--- config.mk ---
export PLATFORM = sky130hd
export DESIGN_NAME = instr_mem_loader
export DESIGN_NICKNAME = d
export VERILOG_FILES = /design/src/rtl/instr_mem_loader.sv
export SDC_FILE = /design/constraint.sdc
export NUM_CORES = 1
export LEC_CHECK = 0
export CAP_MARGIN = 10
export CORE_ASPECT_RATIO = 1.1
export CORE_UTILIZATION = 50
export DETAILED_ROUTE_END_ITERATION = 7
export MAX_ROUTING_LAYER = met4
export PLACE_DENSITY_LB_ADDON = 0.2
export REMOVE_ABC_BUFFERS = 1
export SYNTH_ARGS = -nofsm -noshare
export SYNTH_HDL_FRONTEND = slang
export SYNTH_SLANG_ARGS = --single-unit
--- constraint.sdc ---
create_clock -name clk -period 6.7 [get_ports clk]
set_input_delay 1.34 -clock clk [delete_from_list [all_inputs] [get_ports clk]]
set_output_delay 1.34 -clock clk [all_outputs]
set_load 0.03 [all_outputs]
--- src/rtl/instr_mem_loader.sv ---
`default_nettype none
// ============================================================================
// Module   : instr_mem_loader
// Purpose  : Packs a valid/ready byte stream MSB-first into instruction words
//            and writes them to consecutive instruction-memory addresses.
// Revision : 1.0 - initial release
// ============================================================================
module instr_mem_loader #(
  parameter int DATA_LENGTH = 32,
  parameter int MEM_LENGTH  = 32,
  localparam int AW  = (MEM_LENGTH > 1) ? $clog2(MEM_LENGTH) : 1,
  localparam int WCW = $clog2(MEM_LENGTH + 1)
) (
  input  logic                   clk,
  input  logic                   rst,
  input  logic                   i_start,
  input  logic [7:0]             i_byte_in,
  input  logic                   i_byte_valid,
  output logic                   o_byte_ready,
  output logic                   o_wr_en,
  output logic [AW-1:0]          o_wr_addr,
  output logic [DATA_LENGTH-1:0] o_wr_data,
  output logic                   o_busy,
  output logic                   o_done,
  output logic [WCW-1:0]         o_word_count
);

  localparam int BYTES = DATA_LENGTH / 8;
  localparam int BCW   = (BYTES > 1) ? $clog2(BYTES) : 1;
  localparam logic [AW-1:0]  C_LAST_ADDR = AW'(MEM_LENGTH - 1);
  localparam logic [BCW-1:0] C_LAST_BYTE = BCW'(BYTES - 1);

  typedef enum logic [1:0] {
    S_IDLE  = 2'd0,
    S_LOAD  = 2'd1,
    S_WRITE = 2'd2,
    S_DONE  = 2'd3
  } state_t;

  state_t                 r_state;
  logic [DATA_LENGTH-1:0] r_asm;
  logic [DATA_LENGTH-1:0] r_wr_data;
  logic [BCW-1:0]         r_byte_cnt;
  logic [AW-1:0]          r_wr_addr;
  logic [WCW-1:0]         r_word_count;
  logic                   r_byte_ready;
  logic                   r_wr_en;
  logic                   r_busy;
  logic                   r_done;
  logic [DATA_LENGTH-1:0] w_asm_next;

  // Oldest byte falls off the top, so the first byte of a word ends up in the MSBs.
  assign w_asm_next = (r_asm << 8) | DATA_LENGTH'(i_byte_in);

  always_ff @(posedge clk or posedge rst) begin
    if (rst) begin
      r_state      <= S_IDLE;
      r_asm        <= '0;
      r_wr_data    <= '0;
      r_byte_cnt   <= '0;
      r_wr_addr    <= '0;
      r_word_count <= '0;
      r_byte_ready <= 1'b0;
      r_wr_en      <= 1'b0;
      r_busy       <= 1'b0;
      r_done       <= 1'b0;
    end else begin
      case (r_state)
        S_IDLE: begin
          if (i_start) begin
            r_wr_addr    <= '0;
            r_byte_cnt   <= '0;
            r_asm        <= '0;
            r_word_count <= '0;
            r_byte_ready <= 1'b1;
            r_busy       <= 1'b1;
            r_state      <= S_LOAD;
          end
        end
        S_LOAD: begin
          if (i_byte_valid) begin
            r_asm <= w_asm_next;
            if (r_byte_cnt == C_LAST_BYTE) begin
              r_wr_data    <= w_asm_next;
              r_byte_cnt   <= '0;
              r_byte_ready <= 1'b0;
              r_wr_en      <= 1'b1;
              r_state      <= S_WRITE;
            end else begin
              r_byte_cnt <= r_byte_cnt + BCW'(1);
            end
          end
        end
        S_WRITE: begin
          r_wr_en      <= 1'b0;
          r_word_count <= r_word_count + WCW'(1);
          // Terminal compare rather than wrap, so non-power-of-two depths stop exactly.
          if (r_wr_addr == C_LAST_ADDR) begin
            r_busy  <= 1'b0;
            r_done  <= 1'b1;
            r_state <= S_DONE;
          end else begin
            r_wr_addr    <= r_wr_addr + AW'(1);
            r_byte_ready <= 1'b1;
            r_state      <= S_LOAD;
          end
        end
        S_DONE: begin
          r_done  <= 1'b0;
          r_state <= S_IDLE;
        end
        default: r_state <= S_IDLE;
      endcase
    end
  end

  assign o_byte_ready = r_byte_ready;
  assign o_wr_en      = r_wr_en;
  assign o_wr_addr    = r_wr_addr;
  assign o_wr_data    = r_wr_data;
  assign o_busy       = r_busy;
  assign o_done       = r_done;
  assign o_word_count = r_word_count;

endmodule
`default_nettype wire
======== After elaboration in Yosys (flattened, before gate mapping) ========
Index checks and enable logic that the tools add are counted.
W data, S select, Z words.
cells by class
  add/sub/neg operators ................... 3
  $mul .................................... 0
  divide/modulo/power cells ............... 0
  magnitude comparators ................... 0
  equality and inequality tests ........... 10
  shift-type cells ........................ 0
  muxes and demuxes ....................... 29
  bitwise logic cells ..................... 1
  reductions and logical operators ........ 15
operators by type and width
  cell                   count
  $mux W24               2
  $pmux W24 S2           1
  $or A32 B8 Y32         1
  $reduce_and A3 Y1      6
  $mux W2                7
  $pmux W6 S2            1
  $mux W5                2
  $ne A2 B2 Y1 const B   5
  $pmux W5 S2            1
  $mux W1                8
  $pmux W2 S4            1
  $reduce_bool A2 Y1     4
  $add A6 B1 Y6 const B  1
  $eq A2 B2 Y1 const B   3
  $mux W6                1
  $pmux W1 S2            3
  $add A5 B1 Y5 const B  1
  $eq A5 B5 Y1 const B   1
  $reduce_and A5 Y1      1
  $pmux W2 S2            1
  $reduce_and A2 Y1      2
  $pmux W1 S3            1
  $reduce_bool A3 Y1     1
  $add A2 B1 Y2 const B  1
  other kinds (2)        2
storage, ports and cells
  bits in registers ....................... 75
  bits in latches ......................... 0
  bits in writable memories ............... 0
  memory bits (read-only) ................. 0
  output and inout bits ................... 47
  memories ................................ 0

======== Longest topological paths before layout ========
Gate-level depths: netlist of run 1.
  depth after elaboration ................. 4
  mapped depth ............................ 7
  depth with buffers taken out ............ 6

======== Worst setup path before layout of run 1 ========
Ideal clock, no wire load.
  kind .................................... in2reg
  start ................................... in i_byte_valid
  end ..................................... reg r_wr_data[1] (netlist: o_wr_data[1])
  data arrival time ....................... 2.150 ns
  path slack .............................. 4.425 ns
  stages .................................. 4
  path through ............................ and2_2 -> nand3b_4 -> buf_4 -> mux2_2
on the way
  longest elaborated chain between the ends .. 1
ends and longest elaborated chain
  what                         RTL line  RTL
  from (decl)                  18        input logic i_byte_valid,
  $reduce_and A3 Y1 (no line)  -
  to (signal assigned)         84        r_wr_data <= w_asm_next;
  to (decl)                    42        logic [DATA_LENGTH-1:0] r_wr_data;
Every way passes these cells.
A chain may end at the register's enable or synchronous reset.

======== Worst setup path in the final report of run 1 ========
  start ................................... reg r_word_count[2] (netlist: o_word_count[2])
  end ..................................... out o_word_count[2]
RTL lines
  what                    RTL line  RTL
  from (decl)             45        logic [WCW-1:0] r_word_count;
  from (signal assigned)  96        r_word_count <= r_word_count + WCW'(1);
  to (decl)               25        output logic [WCW-1:0] o_word_count
No word-level cell between the ends.

==> results of run 1 <==
[cell type report]
cell class / instances / area (um2) / area share, %
clock buffers: 10 / 137.6 / 3.564
clock inverters: 5 / 77.57 / 2.009
inverters: 4 / 15.01 / 0.3889
multi-input cells: 124 / 1070 / 27.71
flip-flops and latches: 75 / 1877 / 48.61
well taps: 77 / 96.34 / 2.495
repair buffers: 59 / 588.1 / 15.23
[cell families after synthesis]
family,Yosys count
and+or+nand+nor,28
DFF,75
buffers and inverters,18
muxes,39
AOI/OAI and AO/OA,53
adders and majority gates,4
[sequential cells by signal, summed over array words and instances (netlist names)]
signal,cells
o_wr_data,32
r_asm,24
o_word_count,6
o_wr_addr,5
r_byte_cnt,2
r_state,2
o_busy,1
o_byte_ready,1
o_done,1
o_wr_en,1
[cell usage in the layout (no fill, tap or decap), types with 2 or more instances in the layout]
cell             instances
bufinv_16                2
nand3_1                  5
nor2_1                   7
a22o_1                  35
mux2_1                   4
o21ai_0                  6
a21oi_1                  7
nand2_1                  5
dfrtp_1                 75
mux2i_1                  2
inv_1                    3
mux2_2                  33
clkinv_2                 2
ha_1                     4
clkbuf_8                10
clkdlybuf4s50_1         58
nand2b_1                 2
[power groups by stage]
| stage | Clock (mW) | Sequential, mW | Combinational, mW |
|---|---|---|---|
| 3_3_place_gp | 0 | 0.713 | 0.553 |
| 5_1_grt | 0.400 | 0.732 | 0.593 |
| 2_1_floorplan | 0 | 0.842 | 0.206 |
| 3_5_place_dp | 0 | 0.718 | 0.562 |
| 6_report | 0.373 | 0.712 | 0.557 |
| 4_1_cts | 0.382 | 0.712 | 0.564 |
[cell usage after synthesis (all sizes together), types with 2 or more instances]
cell type / count / share of area (%)
mux2: 37 / 14
nor2: 7 / 0.86
mux2i: 2 / 0.65
inv: 4 / 0.49
o21ai: 6 / 0.98
nand3: 5 / 0.82
a22o: 35 / 10
nand2b: 2 / 0.41
buf: 14 / 3.5
a21oi: 7 / 1.1
ha: 4 / 1.6
dfrtp: 75 / 61
nand2: 5 / 0.61
[metrics by stage]
stage	utilization [%]	setup slack, ps
floorplan	-	3450
global placement	62.41	3651
detailed placement	62.41	3582
CTS	66.10	3858
global route	66.10	3808
finish	66.10	3875
[path summary, 6_finish.rpt]
check	end	depth (start not counted)	startpoint
hold / removal	o_wr_data[0]	1	o_wr_data[0]
max in group asynchronous	o_wr_addr[1]	3	rst
setup reg to reg	r_asm[11]	3	r_state[0]
hold reg to reg	o_wr_data[0]	1	o_wr_data[0]
setup / recovery	o_word_count[2]	1	o_word_count[2]
min in group asynchronous	o_word_count[5]	3	rst
[metal layers]
| metal | up-vias | share of wire (%) |
|---|---|---|
| met5 | - | 0 |
| met4 | 0 | 1.6 |
| met3 | 8 | 3.7 |
| met2 | 43 | 48 |
| met1 | 1006 | 47 |
| li1 | 913 | - |
==> run metrics, run 1 <==
outcome=finished clean; Final Max Tran Viols=0; Internal=1.080 mW; placed instance count=339; WS Path Type=reg2out; met3 Usage GRT=3.478%; die area=0.006456 mm2; antenna violations before repair=0; measured slew at the worst slew-check pin=953.8 ps; vias per std cell=5.565; Root Driver=clkbuf_8; Overflow after GRT=0; Critical Path Max Stage Delay=700 ps; Syn-to-layout area delta=25.81%; sequential share of power=43.4%; Netlist cell types=30; setup repair bufs after CTS=0; Fill cells=453; unrepaired setup endpoints after global routing=no; number of global-route vias before repair=1920; crit path DAT=1480 ps; gpl congestion=0.7160; core box area=0.005842 mm2; Seq/Total Area, Yosys=61.15%; clock slew at reported path FFs=80 ps; CP bufs+invs=1; LEAKAGE=1.802 nW; total track usage=19.15%; Post-route DRC=0; #FFs+latches synth=75; Switching Fraction=34.21%; layout cells sized above 1=19.13%; Worst slew margin=36.21%; Comb pwr share=33.9%; # port buffers=58; Cell Rows=29; setup TNS=0 ps; maximum clock path buffer count=2; DR vias=1970; asr flop ratio synth=100.0%; CP max-delay cell=clkdlybuf4s50_1; Warnings, synthesis=0; non-filler cells, final=354; Synth Instances=217; critical path cell sequence=clkdlybuf4s50_1; largest net degree at the start of global routing=76; gr busiest metal=met2; first-pass GRT wire length=9.446 mm; met2 Usage GRT=28.08%; dpl cell area=0.003646 mm2; Synth Area in XOR/XNOR=0%; Final Critical Period=2825 ps; Top Ports=59; Post-synth EDFFs=0; peak supply drop=253.9 uV; Post-DRT Antenna Nets=0; post-DP HPWL=3.500 mm; Starting Density=52.54%; Die W=76.70 um; R2R setup slack=4510 ps; DRT Pass-1 Iters=4; crit start category=flip-flop; Mapped Area=0.003069 mm2; mux cell area share after synthesis=14.23%; post-synthesis compound-gate area fraction=13.45%; Adder-Cell Fraction of Synth Area=1.631%; Worst path top cell family by delay=buffers and inverters; clk_lat worst skew=330 ps; Clock power frac=22.7%; Gates resized, CTS repair=0; max-cap violations=0; Max Clock Freq=0.3540 GHz; Final Total Pwr=1.642 mW; crit end category=output port; Psw=0.5615 mW; CTS tree=done; Req. time, crit path=5360 ps; final hold violation count=0; largest family of logic cells by synthesized area=multiplexers; Final Cycle Share=42.16%; PwrDens=425.2 mW/mm2; Routed WL per cell=15.71 um; Starting DRT DRC Count=104; critical path peak fanout=6; post-synthesis area per instance=14.14 um2; Synth Flop Type=dfrtp_1; CTS sink cnt=75; HP Class=reg2reg; Detailed Route WL=5.563 mm; CTS buffer count=9; Die Ht=84.17 um; hold slack=500.0 ps; antenna cells=0; Final #Nets=289; CTS HTree Levels=3; hold_buf cts=0; met1 usage=26.11%; endpoints failing setup=0; clk_skew=7.387 ps; Synth Area in Simple Gates=5.544%; Finished Cell Area=0.003861 mm2
No activity file was read; power rests on OpenSTA's default activity.
==> inputs of run 2 (changes only) <==
clock period = 2.7 ns   (was 6.7 ns; I/O delays follow)
==> run metrics, run 2 (same netlist as run 1, synthesis figures left out) <==
outcome=finished clean (unchanged); Die W=76.70 um (unchanged); Die Ht=84.17 um (unchanged); CTS HTree Levels=3 (unchanged); Max Clock Freq=0.4902 GHz; peak supply drop=593.0 uV (was 253.9 uV); Critical Path Max Stage Delay=710 ps (was 700 ps); LEAKAGE=1.841 nW (was 1.802 nW); final hold violation count=0 (unchanged); Psw=1.404 mW (was 0.5615 mW); Post-DRT Antenna Nets=0 (unchanged); # port buffers=58 (unchanged); Clock power frac=24.7% (was 22.7%); Post-route DRC=0 (unchanged); largest net degree at the start of global routing=38 (was 76); antenna violations before repair=0 (unchanged); Detailed Route WL=5.684 mm (was 5.563 mm); unrepaired setup endpoints after global routing=no (unchanged); Starting DRT DRC Count=79 (was 104); Root Driver=clkbuf_8 (unchanged); Final Cycle Share=75.55%; clk_lat worst skew=350 ps (was 330 ps); CP bufs+invs=1 (unchanged); antenna cells=0 (unchanged); Top Ports=59 (unchanged); core box area=0.005842 mm2 (unchanged); commonest cells after routing, fill and taps aside=dfrtp_1, clkdlybuf4s50_1, a22o_1, mux2_2, clkbuf_8 (unchanged); WS Path Type=reg2out (unchanged); Final Total Pwr=4.196 mW (was 1.642 mW); CP max-delay cell=clkdlybuf4s50_1 (unchanged); Final #Nets=294 (was 289); number of global-route vias before repair=2056 (was 1920); crit end category=output port (unchanged); measured slew at the worst slew-check pin=870.7 ps (was 953.8 ps); Syn-to-layout area delta=27.88% (was 25.81%); Cell Rows=29 (unchanged); maximum clock path buffer count=2 (unchanged); max-cap violations=0 (unchanged); endpoints failing setup=0 (unchanged); die area=0.006456 mm2 (unchanged); DR vias=1956 (was 1970); most common cell after layout, fill and taps aside=dfrtp_1 (unchanged); DRT Pass-1 Iters=4 (unchanged); critical path peak fanout=6 (unchanged); Routed WL per cell=15.79 um (was 15.71 um); crit start category=flip-flop (unchanged); Starting Density=52.54% (unchanged); setup TNS=0 ps (unchanged); sequential share of power=41.8% (was 43.4%); max reg flops=32 (unchanged); Worst path top cell family by delay=buffers and inverters (unchanged); vias per std cell=5.433 (was 5.565); post-DP HPWL=3.602 mm (was 3.500 mm); clock slew at reported path FFs=80 ps (about the same); Req. time, crit path=2160 ps (was 5360 ps); CTS sink cnt=75 (unchanged); clk_skew=8.417 ps (was 7.387 ps); CTS tree=done (unchanged); layout cells sized above 1=20.49% (was 19.13%); Internal=2.792 mW (was 1.080 mW); Gates resized, CTS repair=0 (unchanged); setup repair bufs after CTS=0 (unchanged); Final Max Tran Viols=0 (unchanged); hold_buf cts=0 (unchanged); CTS buffer count=9 (unchanged); Worst slew margin=41.96% (was 36.21%); critical path cell sequence=clkdlybuf4s50_1 (unchanged); Final Critical Period=2040 ps; PwrDens=1069 mW/mm2 (was 425.2 mW/mm2); Comb pwr share=33.5% (was 33.9%); HP Class=reg2reg (unchanged); gpl congestion=0.7147 (was 0.7160); crit path DAT=1500 ps (was 1480 ps); Switching Fraction=33.46% (was 34.21%); total track usage=20.01% (was 19.15%); first-pass GRT wire length=9.749 mm (was 9.446 mm); Overflow after GRT=0 (unchanged)
[run 2: final timing paths]
check	startpoint	to	slack, ps	cells past startpoint
max	o_word_count[2]	o_word_count[2]	660	1
min	o_wr_data[0]	o_wr_data[0]	500	1
max reg2reg	r_state[0]	r_asm[4]	720	3
min reg2reg	o_wr_data[0]	o_wr_data[0]	500	1
max in group asynchronous	rst	r_asm[15]	1500	4
min in group asynchronous	rst	r_asm[0]	570	3
[run 2: power by group through the flow]
stage,Combinational (mW),Clock [mW],Sequential (mW)
final,1.41,1.04,1.75
after detailed placement,1.42,0,1.77
after global routing,1.50,1.10,1.80
after CTS,1.43,1.06,1.75
after global placement,1.39,0,1.77
after floorplan,0.511,0,2.09
[run 2: routing by layer]
metal | up-vias | global-route usage (%) | routed length [um]
met5 | - | - | 0
met4 | 0 | 11.54 | 112
met3 | 11 | 4.457 | 208
met2 | 44 | 29.22 | 2684
met1 | 982 | 25.75 | 2679
li1 | 919 | - | -
[run 2: per-stage QoR]
step / util, % / cells / hold WS [ps] / setup WS [ps] / instance area [um2]
after floorplan: - / 203 / 459.0 / 250.0 / 2962
after global placement: 63.05 / 344 / 475.7 / 428.8 / 3684
after detailed placement: 63.05 / 344 / 478.2 / 419.2 / 3684
after CTS: 67.19 / 360 / 502.9 / 637.4 / 3925
after global routing: 67.19 / 360 / 518.7 / 525.5 / 3925
final: 67.19 / 360 / 496.8 / 660.0 / 3925
[run 2: cell type report]
type | count | area, um2
Fill cell | 453 | 1917
Sequential cell | 75 | 1877
Multi-Input combinational cell | 124 | 1070
Timing Repair Buffer | 64 | 625.6
Clock buffer | 11 | 141.4
Clock inverter | 5 | 100.1
Tap cell | 77 | 96.34
Inverter | 4 | 15.01
